==> src/rtl/lift_pkg.sv <==
// Shared types and helpers for the N-floor lift controller.
package lift_pkg;

  typedef enum logic [2:0] {
    IDLE    = 3'd0,
    MOVE_UP = 3'd1,
    MOVE_DN = 3'd2,
    DOOR    = 3'd3,
    HALT    = 3'd4
  } state_t;

  typedef enum logic {
    UP = 1'b0,
    DN = 1'b1
  } dir_t;

  // Width of a counter that must hold values 0 .. x-1 (never less than 1 bit).
  function automatic int cnt_w(input int x);
    return (x > 1) ? $clog2(x) : 1;
  endfunction

endpackage

==> src/rtl/lift_req_latch.sv <==
// Floor request register: latches CALL pulses, absorbs/clears the served floor,
// and reduces the registered requests relative to the cabin floor.
module lift_req_latch
  import lift_pkg::*;
#(
  parameter int N_FLOORS = 4,
  parameter int FLOOR_W  = $clog2(N_FLOORS)
) (
  input  logic                clk,
  input  logic                rst,
  input  logic [N_FLOORS-1:0] call,
  input  logic                clr_en,
  input  logic [FLOOR_W-1:0]  clr_floor,
  input  logic [FLOOR_W-1:0]  cur_floor,
  output logic [N_FLOORS-1:0] pending,
  output logic                above,
  output logic                below,
  output logic                here
);

  logic [N_FLOORS-1:0] pending_q;
  logic [N_FLOORS-1:0] pending_d;

  // Next request vector: OR in new calls, knock out the floor being served.
  always_comb begin
    pending_d = '0;
    for (int i = 0; i < N_FLOORS; i++) begin
      pending_d[i] = (pending_q[i] | call[i]) &
                     ~(clr_en & (clr_floor == FLOOR_W'(i)));
    end
  end

  // Request register.
  always_ff @(posedge clk) begin
    if (rst) begin
      pending_q <= '0;
    end else begin
      pending_q <= pending_d;
    end
  end

  // Direction terms are taken from the registered requests only.
  always_comb begin
    above = 1'b0;
    below = 1'b0;
    here  = 1'b0;
    for (int i = 0; i < N_FLOORS; i++) begin
      above = above | (pending_q[i] & (FLOOR_W'(i) > cur_floor));
      below = below | (pending_q[i] & (FLOOR_W'(i) < cur_floor));
      here  = here  | (pending_q[i] & (FLOOR_W'(i) == cur_floor));
    end
  end

  assign pending = pending_q;

endmodule

==> src/rtl/lift_controller_nfloor.sv <==
// N-floor SCAN lift controller: FSM, travel/door timers, emergency hold
// with resume, and registered status outputs.
module lift_controller_nfloor
  import lift_pkg::*;
#(
  parameter int N_FLOORS   = 4,
  parameter int FLOOR_W    = $clog2(N_FLOORS),
  parameter int TRAVEL_CYC = 4,
  parameter int DOOR_CYC   = 3
) (
  input  logic                CLK,
  input  logic                RES,
  input  logic [N_FLOORS-1:0] CALL,
  input  logic                EMERG,
  output logic [FLOOR_W-1:0]  FLOOR,
  output logic                MOVING_UP,
  output logic                MOVING_DN,
  output logic                DOOR_OPEN,
  output logic                ARRIVED,
  output logic [N_FLOORS-1:0] PENDING
);

  localparam int TW = cnt_w(TRAVEL_CYC);
  localparam int DW = cnt_w(DOOR_CYC);
  localparam logic [TW-1:0]      TRAVEL_LAST = TW'(TRAVEL_CYC - 1);
  localparam logic [DW-1:0]      DOOR_LAST   = DW'(DOOR_CYC - 1);
  localparam logic [FLOOR_W-1:0] TOP_FLOOR   = FLOOR_W'(N_FLOORS - 1);

  state_t               state_q, state_d;
  state_t               saved_q, saved_d;
  dir_t                 dir_q, dir_d;
  logic [FLOOR_W-1:0]   floor_q, floor_d;
  logic [TW-1:0]        travel_q, travel_d;
  logic [DW-1:0]        door_q, door_d;
  logic                 moving_up_q, moving_up_d;
  logic                 moving_dn_q, moving_dn_d;
  logic                 door_open_q, door_open_d;
  logic                 arrived_q, arrived_d;

  logic [N_FLOORS-1:0]  pending_s;
  logic                 above_s, below_s, here_s;
  logic                 clr_en_s;

  // A call to the door floor is absorbed on the entry edge and for the whole stop.
  assign clr_en_s = (state_d == DOOR) || (state_q == DOOR);

  lift_req_latch #(
    .N_FLOORS (N_FLOORS),
    .FLOOR_W  (FLOOR_W)
  ) u_req (
    .clk       (CLK),
    .rst       (RES),
    .call      (CALL),
    .clr_en    (clr_en_s),
    .clr_floor (floor_d),
    .cur_floor (floor_q),
    .pending   (pending_s),
    .above     (above_s),
    .below     (below_s),
    .here      (here_s)
  );

  // Next-state, timer and floor logic.
  always_comb begin
    state_d   = state_q;
    saved_d   = saved_q;
    dir_d     = dir_q;
    floor_d   = floor_q;
    travel_d  = travel_q;
    door_d    = door_q;
    arrived_d = 1'b0;
    if (EMERG) begin
      if (state_q != HALT) begin
        saved_d = state_q;
        state_d = HALT;
      end else begin
        state_d = HALT;
      end
    end else begin
      case (state_q)
        IDLE: begin
          if (here_s) begin
            state_d = DOOR;
            door_d  = '0;
          end else if (above_s && ((dir_q == UP) || !below_s)) begin
            state_d  = MOVE_UP;
            dir_d    = UP;
            travel_d = '0;
          end else if (below_s) begin
            state_d  = MOVE_DN;
            dir_d    = DN;
            travel_d = '0;
          end else begin
            state_d = IDLE;
          end
        end
        MOVE_UP, MOVE_DN: begin
          // Defensive: never drive the cabin past either end of the shaft.
          if (((state_q == MOVE_UP) && (floor_q == TOP_FLOOR)) ||
              ((state_q == MOVE_DN) && (floor_q == '0))) begin
            state_d  = IDLE;
            travel_d = '0;
          end else if (travel_q == TRAVEL_LAST) begin
            travel_d  = '0;
            arrived_d = 1'b1;
            if (state_q == MOVE_UP) begin
              floor_d = floor_q + FLOOR_W'(1);
            end else begin
              floor_d = floor_q - FLOOR_W'(1);
            end
            if (pending_s[floor_d]) begin
              state_d = DOOR;
              door_d  = '0;
            end else begin
              state_d = state_q;
            end
          end else begin
            travel_d = travel_q + TW'(1);
          end
        end
        DOOR: begin
          if (door_q == DOOR_LAST) begin
            door_d = '0;
            if ((dir_q == UP) ? above_s : below_s) begin
              state_d  = (dir_q == UP) ? MOVE_UP : MOVE_DN;
              travel_d = '0;
            end else if ((dir_q == UP) ? below_s : above_s) begin
              state_d  = (dir_q == UP) ? MOVE_DN : MOVE_UP;
              dir_d    = (dir_q == UP) ? DN : UP;
              travel_d = '0;
            end else begin
              state_d = IDLE;
            end
          end else begin
            door_d = door_q + DW'(1);
          end
        end
        HALT: begin
          state_d = saved_q;
        end
        default: begin
          state_d = IDLE;
        end
      endcase
    end
  end

  // Output flags follow the next state; the door flag is held through a halt.
  always_comb begin
    moving_up_d = (state_d == MOVE_UP);
    moving_dn_d = (state_d == MOVE_DN);
    door_open_d = (state_d == DOOR) || ((state_d == HALT) && door_open_q);
  end

  // State, timers and registered outputs.
  always_ff @(posedge CLK) begin
    if (RES) begin
      state_q     <= IDLE;
      saved_q     <= IDLE;
      dir_q       <= UP;
      floor_q     <= '0;
      travel_q    <= '0;
      door_q      <= '0;
      moving_up_q <= 1'b0;
      moving_dn_q <= 1'b0;
      door_open_q <= 1'b0;
      arrived_q   <= 1'b0;
    end else begin
      state_q     <= state_d;
      saved_q     <= saved_d;
      dir_q       <= dir_d;
      floor_q     <= floor_d;
      travel_q    <= travel_d;
      door_q      <= door_d;
      moving_up_q <= moving_up_d;
      moving_dn_q <= moving_dn_d;
      door_open_q <= door_open_d;
      arrived_q   <= arrived_d;
    end
  end

  assign FLOOR     = floor_q;
  assign MOVING_UP = moving_up_q;
  assign MOVING_DN = moving_dn_q;
  assign DOOR_OPEN = door_open_q;
  assign ARRIVED   = arrived_q;
  assign PENDING   = pending_s;

endmodule
==> config.mk <==
export PLATFORM = sky130hd
export DESIGN_NAME = lift_controller_nfloor
export DESIGN_NICKNAME = d
export VERILOG_FILES = /design/src/rtl/lift_pkg.sv /design/src/rtl/lift_req_latch.sv /design/src/rtl/lift_controller_nfloor.sv
export SDC_FILE = /design/constraint.sdc
export NUM_CORES = 1
export LEC_CHECK = 0
export BUFFER_PORTS_ARGS = -buffer_cell sky130_fd_sc_hd__buf_2
export CAP_MARGIN = 10
export CORE_MARGIN = 2
export CORE_UTILIZATION = 55
export DETAILED_ROUTE_END_ITERATION = 12
export PLACE_DENSITY = 0.77
export REMOVE_ABC_BUFFERS = 1
export SETUP_SLACK_MARGIN = 0.3
export SYNTH_ARGS = -nofsm -noshare
export SYNTH_HDL_FRONTEND = slang
export SYNTH_SLANG_ARGS = --single-unit
==> constraint.sdc <==
create_clock -name CLK -period 6.1 [get_ports CLK]
set_clock_uncertainty 0.1 [all_clocks]
set_input_delay 0.305 -clock CLK [delete_from_list [all_inputs] [get_ports CLK]]
set_output_delay 0.305 -clock CLK [all_outputs]
set_load 0.1 [all_outputs]
==> flow_summary.yaml, run 1 <==
setup_path:
  r2r_cells: 9
  startpoint_type: "flop"
  cpPeakStageDelay_ns: 0.54
  crit_chain: "inv_1, ha_1, or3b_1, a21oi_2, nand2_1, nor2_1, mux2i_1, inv_1, a311oi_1"
  crit_family: "simple AND/OR/NAND/NOR gates"
  regToRegStartpoint: "FLOOR[0]"
  worstReg2RegEnd: "u_req.pending[2]"
  worst_setup_path_end_kind: "flop"
  slowest_stage: "dfxtp_1"
  cp_bufs_invs: 2
  timing.critical_path.mode_cell: "inv_1"
  setup.reg_to_reg.worst_slack_ns: 3.23
  worstPathArrival_ns: 2.99
  wp_data_required_ns: 6.22
  timing_worst_setup_path_type: "flop to flop"
  timing.critical_path.fanout_max: 8
synth:
  count_of_state_elements_after_synthesis: 21
  synth.most_common_cell: "dfxtp_1"
  ys_seq_area_share_pct: 32.9
  synth.largest_area_cell: "dfxtp_1"
  synthesis.instances: 146
  post_synth_instance_area_mm2: 0.00128
  synth_commonest_cells: "dfxtp_1, nor2_1, a21oi_1, ha_1, inv_1"
  yosysWarningCount: 0
  synth_flop_cell: "dfxtp_1"
  ys_top_cells_by_area: "dfxtp_1, ha_1, nor2_1"
  count_of_flip_flops_with_a_built_in_enable_after_synthesis: 0
  post_synth.cell_area_avg_um2: 8.76
  asyncSetResetFlopFracSynth_pct: 0
  netlist.area_leader.share_pct: 32.9
  synthDistinctLibCells: 49
pwr:
  cellLeakagePower_nw: 0.563
  vdd_drop_max_v: 0.000177
  ratio_of_total_power_to_cell_area_mw_per_mm2: 209
sta:
  worst_slack_ns: 3.23
  fin_worst_hold_slack_ns: 0.162
  setup_violations: 0
  totalNegativeSetupSlack_ns: 0
  worstMarginPinSlew_ns: 0.677
  rsz_0062_raised_after_global_routing: "no"
  timing.final.hold_violations: 0
  timing.final.max_slew_violations: 0
  timing.final.crit_period_ns: 2.87
  fmaxAchievable_mhz: 349
  slew-limit-headroom_pct: 54.8
  post-route-period-util_pct: 47.0
placed_design:
  placedInstanceArea_mm2: 0.00136
  post-dp-hpwl_mm: 2.11
  routabilityCongestion: 0.887
  buffer_ports.inserted: 16
  dp_worst_setup_slack_ns: 3.29
floorplan:
  design.portCount: 17
  die_height_um: 52.2
  row_count: 17
  design.die.area_mm2: 0.00273
  die_x_um: 52.2
  placeableCoreArea_mm2: 0.00221
  start_util_pct: 57.8
finish:
  final_nets: 174
  antenna-diode-count: 0
  drive_gt1_share_pct: 18.2
  fin_area_mm2: 0.00139
  finalCoreUtilization_pct: 62.6
  area_growth_pct: 8.32
global_route:
  grt-ovfl-total: 0
  track_usage_pct: 23.4
  antenna_found_initial: 0
  grt_pass1_vias: 1128
  grt_pass1_wl_mm: 4.88
  grt_max_degree: 22
clock_tree:
  ctsRootBufferMaster: "clkbuf_4"
  tritoncts: "built"
  clock_path_buffers: 2
  cts_made_buffers: 3
  htree_levels: 1
  post_cts_hold_buffer_count: 0
  path_clk_slew_ns: 0.12
  cts_sinks: 21
  worst_skew_pair.late_latency_ns: 0.30
  post_cts_resized: 0
  post_cts_buffers: 0
detailed_routing:
  vias: 1161
  routedWlPerCell_um: 14.8
  drtPass1Iterations: 5
  drtAntennaViolNets: 0
  drt-vias-per-instance: 6.21
  detail_route.wirelength_mm: 2.76
  dr.first_iter.drc_count: 42
  drcViolationCount: 0
min_path:
  hp-start: "CALL[1]"
  worstHoldEndpoint: "u_req.pending[1]"
  hold-path-cell-count: 3
  worstHoldPathType: "input port to flop"
run:
  maxCapViolations: 0
status:
  status: "complete, no violations"
## worst reg2reg max path, delay by kind of cell (launching register included)
family / cells / cell delay (ns)
simple gates: 3 / 0.72
compound gates: 2 / 0.52
mux: 1 / 0.38
flops: 1 / 0.54
buf+inv: 2 / 0.26
fa+ha+maj: 1 / 0.27
## report_power, final
group | leakage (nW) | internal (W) | switching, W | total, W
Clock | 0.0177 | 0.0000244 | 0.0000432 | 0.0000676
Sequential | 0.171 | 0.000142 | 0.00000918 | 0.000152
Combinational | 0.374 | 0.0000229 | 0.0000471 | 0.0000699
Total | 0.563 | 0.000190 | 0.0000994 | 0.000289
## stage by stage
step           power, W  cells
2_1_floorplan  0.000208    139
3_3_place_gp   0.000222    183
3_5_place_dp   0.000224    183
4_1_cts        0.000292    187
5_1_grt        0.000304    187
6_report       0.000289    187
## how the worst max path moves through the flow
stage,from,end,slack (ns),depth (start not counted)
finish,FLOOR[0],u_req.pending[2],3.23,9
floorplan,FLOOR[0],u_req.pending[2],2.87,9
global placement,FLOOR[0],u_req.pending[3],3.37,9
global route,FLOOR[0],door_q[1],3.01,8
detailed placement,FLOOR[0],u_req.pending[2],3.29,9
CTS,FLOOR[0],u_req.pending[2],3.24,9
## layout make-up
cell class / instances / area, µm²
clock buffers: 3 / 22.5
repair buffers: 16 / 80.1
well taps: 28 / 35.0
flip-flops and latches: 21 / 420
clock inverters: 1 / 5.00
fillers: 197 / 827
multi-input cells: 110 / 792
inverters: 8 / 30.0
## state kept, by name (all words and copies together), names as in the netlist
register / flops
MOVING_DN: 1
saved_q: 3
ARRIVED: 1
door_q: 2
dir_q: 1
MOVING_UP: 1
state_q: 3
DOOR_OPEN: 1
travel_q: 2
u_req.pending: 4
FLOOR: 2
## cells in the final DEF, fill, tap and decap left out, drive strengths merged, types with 2 or more instances in the layout
master   Yosys  layout
o31ai        2       2
mux2i        6       6
nand2        5       5
a22oi        2       2
o21ai        3       3
a211oi       2       2
xnor2        3       3
a21o         3       3
buf          3      16
nand3b       3       3
a21oi        9       9
a31oi        2       2
nand3        4       4
a22o         2       2
ha           7       7
or3b         2       2
a221o        2       2
nand2b       4       4
clkbuf       4       3
nor2b        2       2
inv          8       8
dfxtp       21      21
a2111oi      2       2
nor3         5       5
or2          2       2
nor2        20      20
a311oi       5       5
## layer usage
metal	up-vias	wire, µm	share of wire, %	global-route usage (%)
li1	570	-	-	-
met1	552	1170	42	30.6
met2	31	1410	51	39.2
met3	8	112	4.1	3.14
met4	0	68	2.5	8.55
met5	-	0	0	0
## logic make-up after synthesis
kind of cell | share of synthesized area, %
fa+ha+maj | 6.85
flops | 32.9
simple gates | 22.9
mux | 4.70
compound gates | 25.4
xor+xnor | 2.06
buf+inv | 5.19
Power figures use the tool's default switching activity.
==> run 2, diff against run 1 <==
ABC_AREA = 1   (was default)
CORE_UTILIZATION = 51   (was 55)
PLACE_DENSITY = 0.75   (was 0.77)
clock period = 2.39 ns   (was 6.1 ns; I/O delays follow)
==> flow_summary.yaml, run 2 <==
status:
  status: "complete, no violations"
synth:
  ys_top_cells_by_area: "dfxtp_1, nand2_1, inv_1"
  synth_flop_cell: "dfxtp_1"
  synth_compound_area_share_pct: 15.0
  yosys.area_share.xor_xnor_pct: 1.27
  synth.most_common_cell: "nand2_1"
  largest_family_of_logic_cells_by_synthesized_area: "simple AND/OR/NAND/NOR gates"
  count_of_state_elements_after_synthesis: 21
  synth.largest_area_cell: "dfxtp_1"
  synthDistinctLibCells: 24
  count_of_flip_flops_with_a_built_in_enable_after_synthesis: 0
  synth.area.mux_share_pct: 0
  yosysWarningCount: 0
  post_synth_instance_area_mm2: 0.00128
  netlist.area_leader.share_pct: 32.7
  ys_seq_area_share_pct: 32.7
  post_synth.cell_area_avg_um2: 6.58
  synth-simple-area-share_pct: 35.1
  asyncSetResetFlopFracSynth_pct: 0
  synth_adder_area_share_pct: 6.82
  synthesis.instances: 195
  synth_commonest_cells: "nand2_1, inv_1, dfxtp_1, nor2_1, a21oi_1"
setup_path:
  worstPathArrival_ns: 2.17
  slowest_stage: "dfxtp_4"
  wp_data_required_ns: 2.51
  cpPeakStageDelay_ns: 0.39
  worst_setup_path_end_kind: "flop"
  crit_family: "simple AND/OR/NAND/NOR gates"
  timing.critical_path.fanout_max: 5
  crit_chain: "clkinvlp_4, ha_1, nand4_1, nand2_2, nand2_1, nand3_2, nand2_1, nand2_1, a21oi_2, nand2_2, nand2_4, a21oi_1"
  timing_worst_setup_path_type: "flop to flop"
  timing.critical_path.mode_cell: "nand2_1"
  cp_bufs_invs: 1
  startpoint_type: "flop"
detailed_routing:
  drcViolationCount: 0
  dr.first_iter.drc_count: 37
  drtPass1Iterations: 4
  drt-vias-per-instance: 5.33
  vias: 1354
  detail_route.wirelength_mm: 3.33
  drtAntennaViolNets: 0
  routedWlPerCell_um: 13.1
floorplan:
  placeableCoreArea_mm2: 0.00243
  die_x_um: 54.2
  design.die.area_mm2: 0.00293
  die_height_um: 54.2
  start_util_pct: 52.8
  design.portCount: 17
  row_count: 18
finish:
  fillerInstances: 217
  multi_input_area_um2: 805
  non_filler_cells_final: 254
  mostFrequentLayoutCell: "nand2_1"
  largest_register_ff_count: 4
  drive_gt1_share_pct: 22.8
  area.sequential_um2: 428
  area_growth_pct: 23.1
  antenna-diode-count: 0
  final_nets: 239
  commonest_cells_after_routing_fill_and_taps_aside: "nand2_1, inv_1, dfxtp_1, nor2_1, buf_2"
pwr:
  cellInternalPower_w: 0.000482
  share_clk_of_total_power_pct: 24.1
  portion_of_total_power_attributed_to_sequential_cells_pct: 51.0
  vdd_drop_max_v: 0.000516
  ratio_of_total_power_to_cell_area_mw_per_mm2: 477
  power.share.switching_pct: 36.1
  power_frac_comb_pct: 25.0
  cellLeakagePower_nw: 0.773
  total_switching_power_w: 0.000272
clock_tree:
  path_clk_slew_ns: 0.12
  clock_path_buffers: 2
  htree_levels: 1
  cts_made_buffers: 3
  tritoncts: "built"
  worst_skew_pair.late_latency_ns: 0.32
  ctsRootBufferMaster: "clkbuf_4"
  cts_sinks: 21
run:
  maxCapViolations: 0
sta:
  timing.final.hold_violations: 0
  rsz_0062_raised_after_global_routing: "yes"
  fmaxAchievable_mhz: 487
  worstMarginPinSlew_ns: 0.492
  post-route-period-util_pct: 86.0
  setup_violations: 0
  timing.final.max_slew_violations: 0
  totalNegativeSetupSlack_ns: 0
  slew-limit-headroom_pct: 67.4
  timing.final.crit_period_ns: 2.05
placed_design:
  dpl.cell_count: 240
  buffer_ports.inserted: 16
  routabilityCongestion: 0.863
  post-dp-hpwl_mm: 2.31
global_route:
  grt-ovfl-total: 0
  antenna_found_initial: 0
  grt_pass1_wl_mm: 5.05
  grt_pass1_vias: 1155
  track_usage_pct: 24.0
  grt_max_degree: 16
min_path:
  worstHoldPathType: "input port to flop"
-- run 2: power by group through the flow --
stage	registers (W)	logic [W]	clock network [W]
finish	0.000384	0.000188	0.000182
global route	0.000386	0.000206	0.000202
CTS	0.000384	0.000177	0.000189
detailed placement	0.000393	0.000170	0
global placement	0.000393	0.000166	0
floorplan	0.000435	0.0000888	0
-- run 2: what timing repair did --
item	in CTS	in global routing
hold buffers	5	0
resized for setup	5	16
pin swaps	1	1
setup buffers	0	5
setup endpoints to repair	10	12
gates cloned	0	0
hold endpoints to repair	6	0
-- run 2: worst paths after layout --
kind	from	end	slack, ns	cells past startpoint
max	FLOOR[0]	u_req.pending[2]	0.34	12
min	RES	state_q[2]	0.05	2
max reg2reg	FLOOR[0]	u_req.pending[2]	0.34	12
min reg2reg	saved_q[2]	saved_q[2]	0.38	2
-- run 2: final cells by class --
cell class	instances	area share (%)
multi-input cells	143	50.9
flip-flops and latches	21	27.1
repair buffers	26	10.6
inverters	30	7.36
well taps	30	2.38
clock buffers	4	1.66
-- run 2: cells by family (layout without fill, tap and decap cells) --
kind of cell	count (synthesis)	in the layout
buffers and inverters	31	60
adders and majority gates	7	7
AOI/OAI and AO/OA	33	33
xor gates and xnor gates	1	1
DFF	21	21
and+or+nand+nor	102	102
-- run 2: metrics by stage --
stage                     power [W]  cell area [µm²]  hold WS [ns]  util (%)  setup WS (ns)
after detailed placement   0.000563             1400         0.294      57.5         0.0891
after global placement     0.000558             1400         0.284      57.5          0.267
final                      0.000754             1580        0.0518      65.0          0.335
after floorplan            0.000524             1280        0.0886         -         -0.343
after CTS                  0.000750             1480        0.0391      60.8          0.324
after global routing       0.000794             1580        0.0412      65.0          0.240
-- run 2: layer usage --
layer / up-vias / track usage (%) / wire length, µm
met5: - / 0 / 0
met4: 0 / 6.67 / 27
met3: 4 / 6.67 / 141
met2: 36 / 38.6 / 1620
met1: 623 / 31.2 / 1530
li1: 691 / - / -
==> run 3, diff against run 2 <==
CELL_PAD_IN_SITES_DETAIL_PLACEMENT = 1   (was default)
CELL_PAD_IN_SITES_GLOBAL_PLACEMENT = 1   (was default)
CORE_UTILIZATION = 36   (was 51)
PLACE_DENSITY = default   (was 0.75)
PLACE_DENSITY_LB_ADDON = 0.1   (was default)
==> flow_summary.yaml, run 3 (synthesis gave the netlist of run 2 again) <==
sta:
  setup_violations: 0
  timing.final.max_slew_violations: 0
  worstMarginPinSlew_ns: 0.491
  totalNegativeSetupSlack_ns: 0
  slew-limit-headroom_pct: 67.5
  worst_slack_ns: 0.315
  post-route-period-util_pct: 86.8
  fmaxAchievable_mhz: 482
  timing.final.hold_violations: 0
  rsz_0062_raised_after_global_routing: "yes"
  timing.final.crit_period_ns: 2.08
  fin_worst_hold_slack_ns: 0.0616
global_route:
  grt_max_degree: 16
  antenna_found_initial: 0
  track_usage_pct: 21.7
  grt_pass1_vias: 1501
  grt-ovfl-total: 0
  grt_pass1_wl_mm: 6.93
detailed_routing:
  routedWlPerCell_um: 14.8
  drcViolationCount: 0
  drt-vias-per-instance: 5.03
  dr.first_iter.drc_count: 73
  drtPass1Iterations: 4
  drtAntennaViolNets: 0
  vias: 1387
  detail_route.wirelength_mm: 4.09
finish:
  antenna-diode-count: 0
  commonest_cells_after_routing_fill_and_taps_aside: "nand2_1, inv_1, dfxtp_1"
  final_nets: 245
  drive_gt1_share_pct: 30.9
  area_growth_pct: 32.3
  mostFrequentLayoutCell: "nand2_1"
  non_filler_cells_final: 276
  largest_register_ff_count: 4
  fillerInstances: 435
setup_path:
  timing.critical_path.fanout_max: 4
  crit_chain: "clkinvlp_4, ha_4, nand4_1, nand2_2, nand2_1, nand3_2, nand2_1, nand2_2, nand2_2, nand2_2, nand3b_1, a21oi_2"
  worstPathArrival_ns: 2.23
  cp_bufs_invs: 1
  critical_path_cell_count: 12
  crit_family: "simple AND/OR/NAND/NOR gates"
  slowest_stage: "dfxtp_4"
  cpPeakStageDelay_ns: 0.38
  wp_data_required_ns: 2.54
  r2r_cells: 12
  startpoint_type: "flop"
  worst_setup_path_end_kind: "flop"
  timing.critical_path.mode_cell: "nand2_2"
  timing_worst_setup_path_type: "flop to flop"
placed_design:
  post-dp-hpwl_mm: 2.89
  routabilityCongestion: 0.834
  dpl.cell_count: 256
  buffer_ports.inserted: 16
  dp_worst_setup_slack_ns: 0.0917
clock_tree:
  clock_path_buffers: 2
  tritoncts: "built"
  cts_made_buffers: 3
  path_clk_slew_ns: 0.13
  worst_skew_pair.late_latency_ns: 0.32
  htree_levels: 1
  cts_sinks: 21
  ctsRootBufferMaster: "clkbuf_4"
run:
  maxCapViolations: 0
floorplan:
  design.die.area_mm2: 0.00406
  placeableCoreArea_mm2: 0.00339
  row_count: 21
  start_util_pct: 37.9
  die_x_um: 63.7
  design.portCount: 17
  die_height_um: 63.7
pwr:
  vdd_drop_max_v: 0.000225
  ratio_of_total_power_to_cell_area_mw_per_mm2: 457
  cellLeakagePower_nw: 0.809
status:
  status: "complete, no violations"
min_path:
  worstHoldPathType: "input port to flop"
  hold-path-cell-count: 2
run 3: power by group:
part,switching [W],internal [W],leakage (nW)
sequential,0.0000197,0.000365,0.173
combinational,0.000148,0.0000596,0.621
clock,0.000118,0.0000654,0.0150
run 3: worst paths after layout:
check        startpoint    endpoint  slack, ns
max            FLOOR[0]   DOOR_OPEN       0.31
min reg2reg  saved_q[2]  saved_q[2]       0.38
min                 RES  state_q[2]       0.06
max reg2reg    FLOOR[0]   DOOR_OPEN       0.31
run 3: repair_timing:
action	in CTS	in global routing
resized for setup	9	27
hold buffers	5	0
setup endpoints to repair	12	12
pin swaps	2	15
hold endpoints to repair	6	0
buffers inserted	6	5
run 3: routing by layer:
layer	part of all wire, %	track usage [%]	wire (µm)	vias up
li1	-	-	-	693
met1	42	26.1	1720	665
met2	53	37.1	2150	21
met3	3.5	5.18	145	8
met4	1.8	8.15	72	0
met5	0	0	0	-
run 3: cell type report:
| cell class | count | area, µm² | area share [%] |
|---|---|---|---|
| timing repair buffer | 32 | 213 | 12.5 |
| inverter | 30 | 116 | 6.85 |
| tap | 46 | 57.6 | 3.39 |
| multi-input combinational | 143 | 857 | 50.5 |
| clock buffer | 4 | 26.3 | 1.55 |
| sequential | 21 | 428 | 25.2 |
run 3: stage by stage:
stage               power, W  util [%]  instance area (µm²)
floorplan           0.000524         -                 1280
global route        0.000824      50.1                 1700
detailed placement  0.000571      41.8                 1420
global placement    0.000564      41.8                 1420
finish              0.000775      50.1                 1700
CTS                 0.000763      46.1                 1560
